==> src/rtl/resp_tx.sv <==
// Response transmitter for the GPU host link.
// Buffers 16-bit answer words from the memory controller in a small FIFO and
// serializes each one MSB byte first to the UART transmitter using the
// start/sent handshake. A per-byte no-answer timeout keeps the link moving if
// the UART never reports completion.
module resp_tx #(
    parameter int FIFO_DEPTH = 4,
    parameter int TIMEOUT    = 1024
) (
    input  logic                          iClock,
    input  logic                          iReset,
    input  logic [15:0]                   iRespWord,
    input  logic                          iRespValid,
    output logic                          oRespReady,
    output logic [7:0]                    oTxByte,
    output logic                          oTxStart,
    input  logic                          iTxSent,
    output logic                          oBusy,
    output logic [$clog2(FIFO_DEPTH):0]   oLevel,
    output logic                          oOverflow,
    output logic                          oTimeout
);

    localparam int AW = $clog2(FIFO_DEPTH);
    localparam int TW = (TIMEOUT > 1) ? $clog2(TIMEOUT) : 1;

    localparam logic [AW-1:0] PTR_ONE    = AW'(1);
    localparam logic [AW:0]   CNT_ONE    = (AW + 1)'(1);
    localparam logic [AW:0]   FULL_COUNT = (AW + 1)'(FIFO_DEPTH);

    // Last timer value before a byte is declared lost; unused when disabled.
    localparam int unsigned   TIMER_LAST_I = (TIMEOUT == 0) ? 0 : (TIMEOUT - 1);
    localparam logic [TW-1:0] TIMER_LAST   = TW'(TIMER_LAST_I);
    localparam logic [TW-1:0] TIMER_MAX    = {TW{1'b1}};
    localparam logic [TW-1:0] TIMER_ONE    = TW'(1);
    localparam bit            TIMEOUT_EN   = (TIMEOUT != 0);

    localparam logic [2:0] IDLE    = 3'd0;
    localparam logic [2:0] SEND_HI = 3'd1;
    localparam logic [2:0] WAIT_HI = 3'd2;
    localparam logic [2:0] SEND_LO = 3'd3;
    localparam logic [2:0] WAIT_LO = 3'd4;

    logic [15:0]   fifoMem [FIFO_DEPTH];
    logic [AW-1:0] wrPtr;
    logic [AW-1:0] rdPtr;
    logic [AW:0]   count;
    logic [15:0]   headWord;

    logic [2:0]    state;
    logic [2:0]    stateNext;
    logic [15:0]   word;
    logic [TW-1:0] timer;
    logic [7:0]    txByte;
    logic          txStart;
    logic          overflow;

    logic          pushEn;
    logic          popEn;
    logic          isFull;
    logic          loadHi;
    logic          loadLo;
    logic          timerClear;
    logic          timerInc;
    logic          timeoutHit;

    assign headWord = fifoMem[rdPtr];

    // FIFO handshake decode; a full FIFO rejects a push even when popping.
    always_comb begin
        isFull = (count == FULL_COUNT);
        if (iRespValid && !isFull) begin
            pushEn = 1'b1;
        end else begin
            pushEn = 1'b0;
        end
        if ((state == IDLE) && (count != '0)) begin
            popEn = 1'b1;
        end else begin
            popEn = 1'b0;
        end
    end

    // Next-state logic: byte sequencing, handshake and timeout decisions.
    always_comb begin
        stateNext  = state;
        loadHi     = 1'b0;
        loadLo     = 1'b0;
        timerClear = 1'b0;
        timerInc   = 1'b0;
        timeoutHit = 1'b0;
        case (state)
            IDLE: begin
                if (count != '0) begin
                    stateNext = SEND_HI;
                    loadHi    = 1'b1;
                end else begin
                    stateNext = IDLE;
                end
            end
            SEND_HI: begin
                stateNext  = WAIT_HI;
                timerClear = 1'b1;
            end
            WAIT_HI: begin
                if (iTxSent) begin
                    stateNext = SEND_LO;
                    loadLo    = 1'b1;
                end else if (TIMEOUT_EN && (timer == TIMER_LAST)) begin
                    stateNext  = IDLE;
                    timeoutHit = 1'b1;
                end else begin
                    timerInc = 1'b1;
                end
            end
            SEND_LO: begin
                stateNext  = WAIT_LO;
                timerClear = 1'b1;
            end
            WAIT_LO: begin
                if (iTxSent) begin
                    stateNext = IDLE;
                end else if (TIMEOUT_EN && (timer == TIMER_LAST)) begin
                    stateNext  = IDLE;
                    timeoutHit = 1'b1;
                end else begin
                    timerInc = 1'b1;
                end
            end
            default: begin
                stateNext = IDLE;
            end
        endcase
    end

    // FIFO storage; contents need no reset because pointers gate every read.
    always_ff @(posedge iClock) begin
        if (pushEn) begin
            fifoMem[wrPtr] <= iRespWord;
        end
    end

    // FIFO pointers and occupancy count.
    always_ff @(posedge iClock or posedge iReset) begin
        if (iReset) begin
            wrPtr <= '0;
            rdPtr <= '0;
            count <= '0;
        end else begin
            if (pushEn) begin
                wrPtr <= wrPtr + PTR_ONE;
            end
            if (popEn) begin
                rdPtr <= rdPtr + PTR_ONE;
            end
            case ({pushEn, popEn})
                2'b10:   count <= count + CNT_ONE;
                2'b01:   count <= count - CNT_ONE;
                default: count <= count;
            endcase
        end
    end

    // FSM state, word latch and per-byte timer (saturating when disabled).
    always_ff @(posedge iClock or posedge iReset) begin
        if (iReset) begin
            state <= IDLE;
            word  <= 16'h0000;
            timer <= '0;
        end else begin
            state <= stateNext;
            if (loadHi) begin
                word <= headWord;
            end
            if (timerClear) begin
                timer <= '0;
            end else if (timerInc && (timer != TIMER_MAX)) begin
                timer <= timer + TIMER_ONE;
            end
        end
    end

    // Registered UART strobe and byte: valid together during the SEND cycle,
    // byte held until the next SEND.
    always_ff @(posedge iClock or posedge iReset) begin
        if (iReset) begin
            txByte  <= 8'h00;
            txStart <= 1'b0;
        end else if (loadHi) begin
            txByte  <= headWord[15:8];
            txStart <= 1'b1;
        end else if (loadLo) begin
            txByte  <= word[7:0];
            txStart <= 1'b1;
        end else begin
            txStart <= 1'b0;
        end
    end

    // Registered overflow pulse for a push refused because the FIFO is full.
    always_ff @(posedge iClock or posedge iReset) begin
        if (iReset) begin
            overflow <= 1'b0;
        end else begin
            overflow <= iRespValid && isFull;
        end
    end

    assign oTxByte    = txByte;
    assign oTxStart   = txStart;
    assign oOverflow  = overflow;
    assign oRespReady = !isFull;
    assign oLevel     = count;
    assign oBusy      = (state != IDLE) || (count != '0);
    // Flags the byte's final waiting cycle, exactly TIMEOUT cycles after its start.
    assign oTimeout   = timeoutHit;

endmodule
==> config.mk <==
export PLATFORM = sky130hd
export DESIGN_NAME = resp_tx
export DESIGN_NICKNAME = d
export VERILOG_FILES = /design/src/rtl/resp_tx.sv
export SDC_FILE = /design/constraint.sdc
export NUM_CORES = 1
export LEC_CHECK = 0
export CAP_MARGIN = 0
export CORE_MARGIN = 4
export CORE_UTILIZATION = 38
export CTS_CLUSTER_DIAMETER = 30
export DETAILED_ROUTE_END_ITERATION = 7
export PLACE_DENSITY = 0.52
export SYNTH_ARGS = -nofsm -noshare
export SYNTH_HDL_FRONTEND = slang
export SYNTH_SLANG_ARGS = --single-unit
==> constraint.sdc <==
create_clock -name iClock -period 2.7 [get_ports iClock]
set_input_delay 0.54 -clock iClock [delete_from_list [all_inputs] [get_ports iClock]]
set_output_delay 0.54 -clock iClock [all_outputs]
set_load 0.01 [all_outputs]
==> summary.txt, run 1 <==
Cells and area
  – NumNets Final: 338
  – Layout cells sized above 1: 19.0%
  – FILL cells: 941
  – # diodes: 0
  – Multi-input gate area: between 0.001 and 0.0015 sq mm
  – Sequential cell area: 0.00287 sq mm
  – Final std cells w/o fill: 452
  – Finished Cell Area: 0.00496 sq mm
  – Area Growth Syn to Fin: 19.1%

Die
  – Die Wd: 113 um
  – Core Region: roughly 0.011 sq mm
  – # IOs: 36
  – Initial Util: 39.6%
  – Die H: roughly 110 um
  – Cell Rows: 37
  – Die area: ~0.013 sq mm

Place
  – Place WS: between 0.2 and 0.25 ns
  – Routability Congestion: between 0.8 and 0.9
  – Hpwl dp: 5010 um
  – IO buf count: 35
  – DP Area: 0.00475 sq mm
  – Placed Instances: 434

Clock network
  – Num CTS Buffers: 9
  – Largest buffer count on any clock path: 2
  – CTS Hold Bufs: 0
  – Clock sinks: a little over 100
  – TritonCTS clock tree: done
  – Clock Latency Late Sink: about 0.36 ns
  – CTS root buf: clkbuf_8
  – # H-tree levels: 3
  – Worst-path clk slew: 0.09 ns

Worst setup path
  – Depth of the most critical reg-to-reg path: 8
  – Crit path DAT: 1.78 ns
  – Critical Path Source: state[2]
  – CP required: 2.16 ns
  – Crit. End Element: output pin
  – Worst reg2reg startpoint: state[2]
  – Setup crit start kind: flop
  – Worst-path maximum fanout: 7
  – Worst setup path category: flop to output pin

Logic synthesis
  – Async set or reset register ratio after synthesis: 37.3%
  – Post-synthesis mux area share: around 13%
  – Simple-gate area share of the yosys netlist: 8.09%
  – Avg Cell Area, Syn: 15.9 sq um
  – Compound-Gate Fraction of Synth Area: between 3 and 4%
  – Primary FF master, synth: edfxtp_1
  – Syn. warnings: 0
  – Netlist cell types: 39
  – Post-synthesis sequential area ratio: 69.0%
  – Mapped Cells: 261
  – Post-synthesis cell area: roughly 0.0042 sq mm
  – Mapped Nets: about 290
  – Post-Synth XOR/XNOR Area: 1.47%
  – Synth Area in Adders: around 2.3%
  – Number of synthesized flops with an enable pin: 64
  – Yosys reg bits: 102
  – Largest family of logic cells by synthesized area: multiplexers

Global route
  – Met1 GRT Util: 18.9%
  – Layer with the highest usage: met2
  – Met2 Usage GRT: 20.0%
  – Initial antenna violation count: 0
  – First-pass GRT wire length: 13100 um
  – Vias in the first global route: 2363
  – Pin count of the biggest net entering global routing: 39
  – M3 GR Usage: 4.47%
  – Grt total ovfl: 0
  – GR Util All Layers: roughly an eighth

Timing
  – Hold Fails Final Rpt: 0
  – Final setup viols: 0
  – Max Freq: 0.432 GHz
  – Clock Skew: 0.0118 ns
  – Final Critical Period: 2.32 ns
  – Worst setup margin: 0.384 ns
  – Setup total negative slack: 0 ns
  – Slew @ Worst Pin: 0.833 ns
  – Slew HR: between 40 and 50%
  – Final period utilization: 85.8%
  – Final Max Tran Viols: 0
  – RSZ-0062 raised after global routing: no

Hold path
  – Hold path startpoint: word[4]
  – Worst min-delay path class: flop to flop
  – Hold path cells: 1

Drt
  – Post-DRT Antenna Nets: 0
  – Vias per inst: 5.10
  – Total number of vias: approximately 2300
  – Routed Wire Length: 7920 um
  – First-pass DRT Iterations: 4
  – DR iter-0 viols: 87
  – WL per Instance: 17.5 um
  – DRC Markers: 0

Power and ir drop
  – Max rail drop VDD: 0.368 mV
  – PwrDens: 1020 mW/mm^2
  – Leak pwr: 1.81 nW

Status
  – Status: finished clean

Flow run
  – Max-cap violations: 0
-- routing by layer --
layer / wire, um / share of wire [%]
met1: 3820 / 48
met2: 3690 / 47
met3: 342 / 4.3
met4: 68 / 0.86
met5: 0 / 0
-- worst paths after layout --
check / to / slack (ns)
setup reg to reg: oLevel[2] / 0.50
min in group asynchronous: rdPtr[1] / 0.60
max in group asynchronous: timer[6] / 1.75
setup / recovery: oBusy / 0.38
hold / removal: word[4] / 0.52
hold reg to reg: word[4] / 0.52
-- cells in the final DEF, fill, tap and decap left out, types with 3 or more instances in the layout --
cell type and instances:
nor2_1 8, and3_1 6, a211oi_1 4, edfxtp_1 64, mux2i_1 10, mux4_2 16
a21oi_1 5, xnor2_1 3, nand3_1 7, nand2_1 20, inv_1 7, o21ai_0 10
clkbuf_8 10, dfrtp_1 38, nor3_1 8, ha_1 5, xor2_1 4, buf_4 14
mux2_2 9, clkdlybuf4s50_1 34
-- layout make-up --
class	count	area share, %
clock inverter	6	0.883
inverter	7	0.530
clock buffer	10	2.78
multi-input combinational	141	24.8
sequential	102	57.9
timing repair buffer	50	9.64
tap	136	3.43
-- report_power, final --
group	leakage, nW	total, mW	internal, mW	switching, mW
combinational	0.653	1.77	0.946	0.829
sequential	1.06	2.40	2.11	0.286
clock	0.0930	0.889	0.366	0.524
total	1.81	5.06	3.42	1.64
-- synthesized netlist by cell type, types with 7 or more instances --
| master | number | share of area, % |
|---|---|---|
| mux2_2 | 9 | 2.4 |
| mux2i_1 | 10 | 2.4 |
| inv_1 | 7 | 0.63 |
| mux4_2 | 16 | 8.7 |
| nor2_1 | 8 | 0.72 |
| nor3_1 | 8 | 0.96 |
| nand3_1 | 7 | 0.84 |
| dfrtp_1 | 38 | 23 |
| o21ai_0 | 10 | 1.2 |
| nand2_1 | 20 | 1.8 |
| edfxtp_1 | 64 | 46 |
-- registers in the layout (all words and copies together), names as in the netlist --
name       cells
oLevel         3
oOverflow      1
state          3
fifoMem       64
rdPtr          2
oTxByte        8
wrPtr          2
timer         10
oTxStart       1
word           8
-- cells by family (layout without fill, tap and decap cells) --
logic type               count (synthesis)  count (layout)
AO/OA/AOI/OAI                           26              26
XOR/XNOR                                 7               7
adder cells (fa/ha/maj)                  7               7
buffers and inverters                   18              73
flip-flops                             102             102
multiplexers                            35              35
AND/OR/NAND/NOR                         66              66
-- metrics by stage --
stage                     utilization, %  power (mW)  hold slack, ns
after detailed placement            45.2        4.24           0.497
after floorplan                        -        3.54           0.474
after global placement              45.2        4.21           0.492
after global routing                47.2        5.42           0.528
final                               47.2        5.06           0.515
after CTS                           47.2        5.16           0.520
-- timing repair --
action                     4_1_cts  5_1_grt
gates resized for setup          2        1
pin swaps                        1        0
setup endpoints to repair        1        1
buffers inserted                 2        0
-- critical path, stage by stage, from the launching register on --
cell and delay (ns):
dfrtp_1 0.45, nor3_1 0.38, nand2_1 0.10, clkdlybuf4s50_1 0.49
(Power assumes the default switching activity.)
==> run 2: changes to the inputs <==
--- a/config.mk
+++ b/config.mk
@@ -11,6 +11,8 @@
 export CTS_CLUSTER_DIAMETER = 30
 export DETAILED_ROUTE_END_ITERATION = 7
 export PLACE_DENSITY = 0.52
+export RECOVER_POWER = 50
+export SETUP_SLACK_MARGIN = 0.15
 export SYNTH_ARGS = -nofsm -noshare
 export SYNTH_HDL_FRONTEND = slang
 export SYNTH_SLANG_ARGS = --single-unit
==> constraint.sdc (replaced) <==
create_clock -name iClock -period 2.2 [get_ports iClock]
set_input_delay 0.44 -clock iClock [delete_from_list [all_inputs] [get_ports iClock]]
set_output_delay 0.44 -clock iClock [all_outputs]
set_load 0.01 [all_outputs]
==> run 2 against run 1 <==
Sequential share of layout area fell by 1.3 points. Cell area rose by 2.3%. Cell count is 2.7% higher. Die area unchanged. Register-to-register slack lost 0.23 ns. First-iteration DRC count is 44% higher. Power rose by 24%. Count of clock-buffer cells in the layout unchanged. Setup slack lost 0.21 ns. Global-route usage shrank 0.18 points. Via count grew 1.9%. Clock power rose by 23%. Critical path type unchanged. Highest routed layer unchanged.
==> summary.txt, run 2 (same netlist as run 1, synthesis figures left out) <==
Timing
  – Slew HR: 32.5% (-12 points)
  – Final Max Tran Viols: 0 (unchanged)
  – Final period utilization: 92.1%
  – RSZ-0062 raised after global routing: yes
  – Final setup viols: 0 (unchanged)
  – Setup total negative slack: 0 ns (unchanged)
  – Clock Skew: 0.0147 ns (+0.00295 ns)
  – WHS: 0.516 ns (+0.00116 ns)
  – Hold Fails Final Rpt: 0 (unchanged)
  – Max Freq: 0.493 GHz
  – Slew @ Worst Pin: 1.01 ns (+0.180 ns)
  – Final Critical Period: roughly 2 ns

Cells and area
  – Max FFs per register: 64 (unchanged)
  – Leading registers by flop count: fifoMem: 64 flops, timer: 10 flops
  – NumNets Final: 350 (+3.6%)
  – Largest Register: fifoMem
  – Final std cells w/o fill: 464 (+2.7%)
  – Most common cell after layout, fill and taps aside: edfxtp_1
  – Finished Cell Area: 0.00507 sq mm (+2.3%)
  – Most frequent cells in the layout: 64 x edfxtp_1, 36 x dfrtp_1, 22 x buf_4
  – Fin util: 48.3% (+1.1 points)
  – Area Growth Syn to Fin: 21.9%
  – Layout cells sized above 1: 24.4% (+5.4 points)
  – # diodes: 0 (unchanged)

Die
  – Core Region: 0.0105 sq mm (unchanged)
  – Die area: 0.0127 sq mm (unchanged)
  – Die H: 113 um (unchanged)
  – # IOs: 36 (unchanged)
  – Die Wd: 113 um (unchanged)
  – Cell Rows: 37 (unchanged)
  – Initial Util: 39.6% (unchanged)

Worst setup path
  – CP required: 1.76 ns (-0.40 ns)
  – Depth of the most critical reg-to-reg path: 8 (unchanged)
  – Crit path DAT: 1.59 ns (-0.19 ns)
  – Worst-path maximum fanout: 2 (-5)
  – Crit. End Element: output pin
  – Setup crit start kind: flop
  – Worst setup path category: flop to output pin

Global route
  – First-pass GRT wire length: 13000 um (-0.74%)
  – Grt total ovfl: 0 (unchanged)
  – Vias in the first global route: 2409 (+1.9%)
  – Pin count of the biggest net entering global routing: 39 (unchanged)
  – GR Util All Layers: 13.1% (-0.18 points)
  – Initial antenna violation count: 0 (unchanged)

Drt
  – First-pass DRT Iterations: 4 (unchanged)
  – DR iter-0 viols: 125 (+44%)
  – Total number of vias: 2347 (+1.9%)
  – Vias per inst: 5.06 (-0.73%)
  – Post-DRT Antenna Nets: 0 (unchanged)
  – Routed Wire Length: 7730 um (-2.4%)
  – DRC Markers: 0 (unchanged)
  – WL per Instance: 16.7 um (-5.0%)

Clock network
  – CTS root buf: clkbuf_8
  – Num CTS Buffers: 9 (unchanged)
  – Clock sinks: 102 (unchanged)
  – Worst-path clk slew: 0.10 ns (about the same)
  – TritonCTS clock tree: done
  – # H-tree levels: 3 (unchanged)
  – CTS Hold Bufs: 0 (unchanged)
  – Largest buffer count on any clock path: 2 (unchanged)
  – Clock Latency Late Sink: 0.36 ns (about the same)

Hold path
  – Hold path cells: 1 (unchanged)
  – Worst min-delay path class: flop to flop

Power and ir drop
  – PwrDens: 1240 mW/mm^2 (+21%)
  – Leak pwr: 1.86 nW (+2.7%)
  – Max rail drop VDD: 0.444 mV (+21%)

Place
  – Routability Congestion: 0.796 (-4.0%)
  – DP Area: 0.00489 sq mm (+3.0%)
  – Placed Instances: 445 (+2.5%)
  – Hpwl dp: 5100 um (+1.7%)
  – IO buf count: 35 (unchanged)

Status
  – Status: finished clean

Flow run
  – Max-cap violations: 0 (unchanged)
## run 2: changes by cell type in the layout (fill, tap and decap cells not counted), sizes merged
cell and delta:
buf +10, clkbuf +3, clkdlybuf4s50 -20, clkinvlp -1
dlygate4sd2 +1, dlygate4sd3 +18, inv +1
## run 2: path summary, 6_finish.rpt
path	endpoint	slack (ns)	startpoint
min	timer[4]	0.52	timer[4]
min reg2reg	timer[4]	0.52	timer[4]
min in group asynchronous	timer[7]	0.84	iReset
max	oTimeout	0.17	timer[0]
max reg2reg	oLevel[2]	0.27	state[0]
max in group asynchronous	oLevel[1]	0.67	iReset
## run 2: power by group
part,switching [mW],total [mW],internal [mW]
Combinational,1.14,2.35,1.21
Sequential,0.250,2.85,2.60
Clock,0.658,1.09,0.434
## run 2: layout make-up
type	instances	area, sq um
clock inverters	6	55.1
fillers	923	5440
well taps	136	170
clock buffers	10	128
flip-flops and latches	102	2880
inverters	7	26.3
multi-input cells	141	1250
repair buffers	62	567
## run 2: critical path, stage by stage (launching register included)
cell     delay [ns]
dfrtp_1        0.36
ha_2           0.18
nand4_1        0.10
or3_4          0.39
nor2_2         0.08
buf_2          0.13
## run 2: per-layer routing
metal / global-route usage [%] / vias to the layer above / wire length (um)
met1: 18.4 / 1180 / 3710
li1: - / 1118 / -
met5: 0 / - / 0
met4: 4.01 / 0 / 71
met3: 3.18 / 6 / 280
met2: 20.3 / 43 / 3670
## run 2: per-stage QoR
step           total power, mW  setup slack (ns)
4_1_cts                   6.48             0.130
3_5_place_dp              5.33            0.0277
6_report                  6.29             0.173
3_3_place_gp              5.29            0.0705
5_1_grt                   6.74            0.0677
2_1_floorplan             4.43             0.183
## run 2: what timing repair did
action	CTS	global route
buffers inserted	3	0
gates resized for setup	10	5
endpoints found under the setup margin	3	6
pin swaps	1	1
hold endpoints to repair	0	0
cloned	0	0
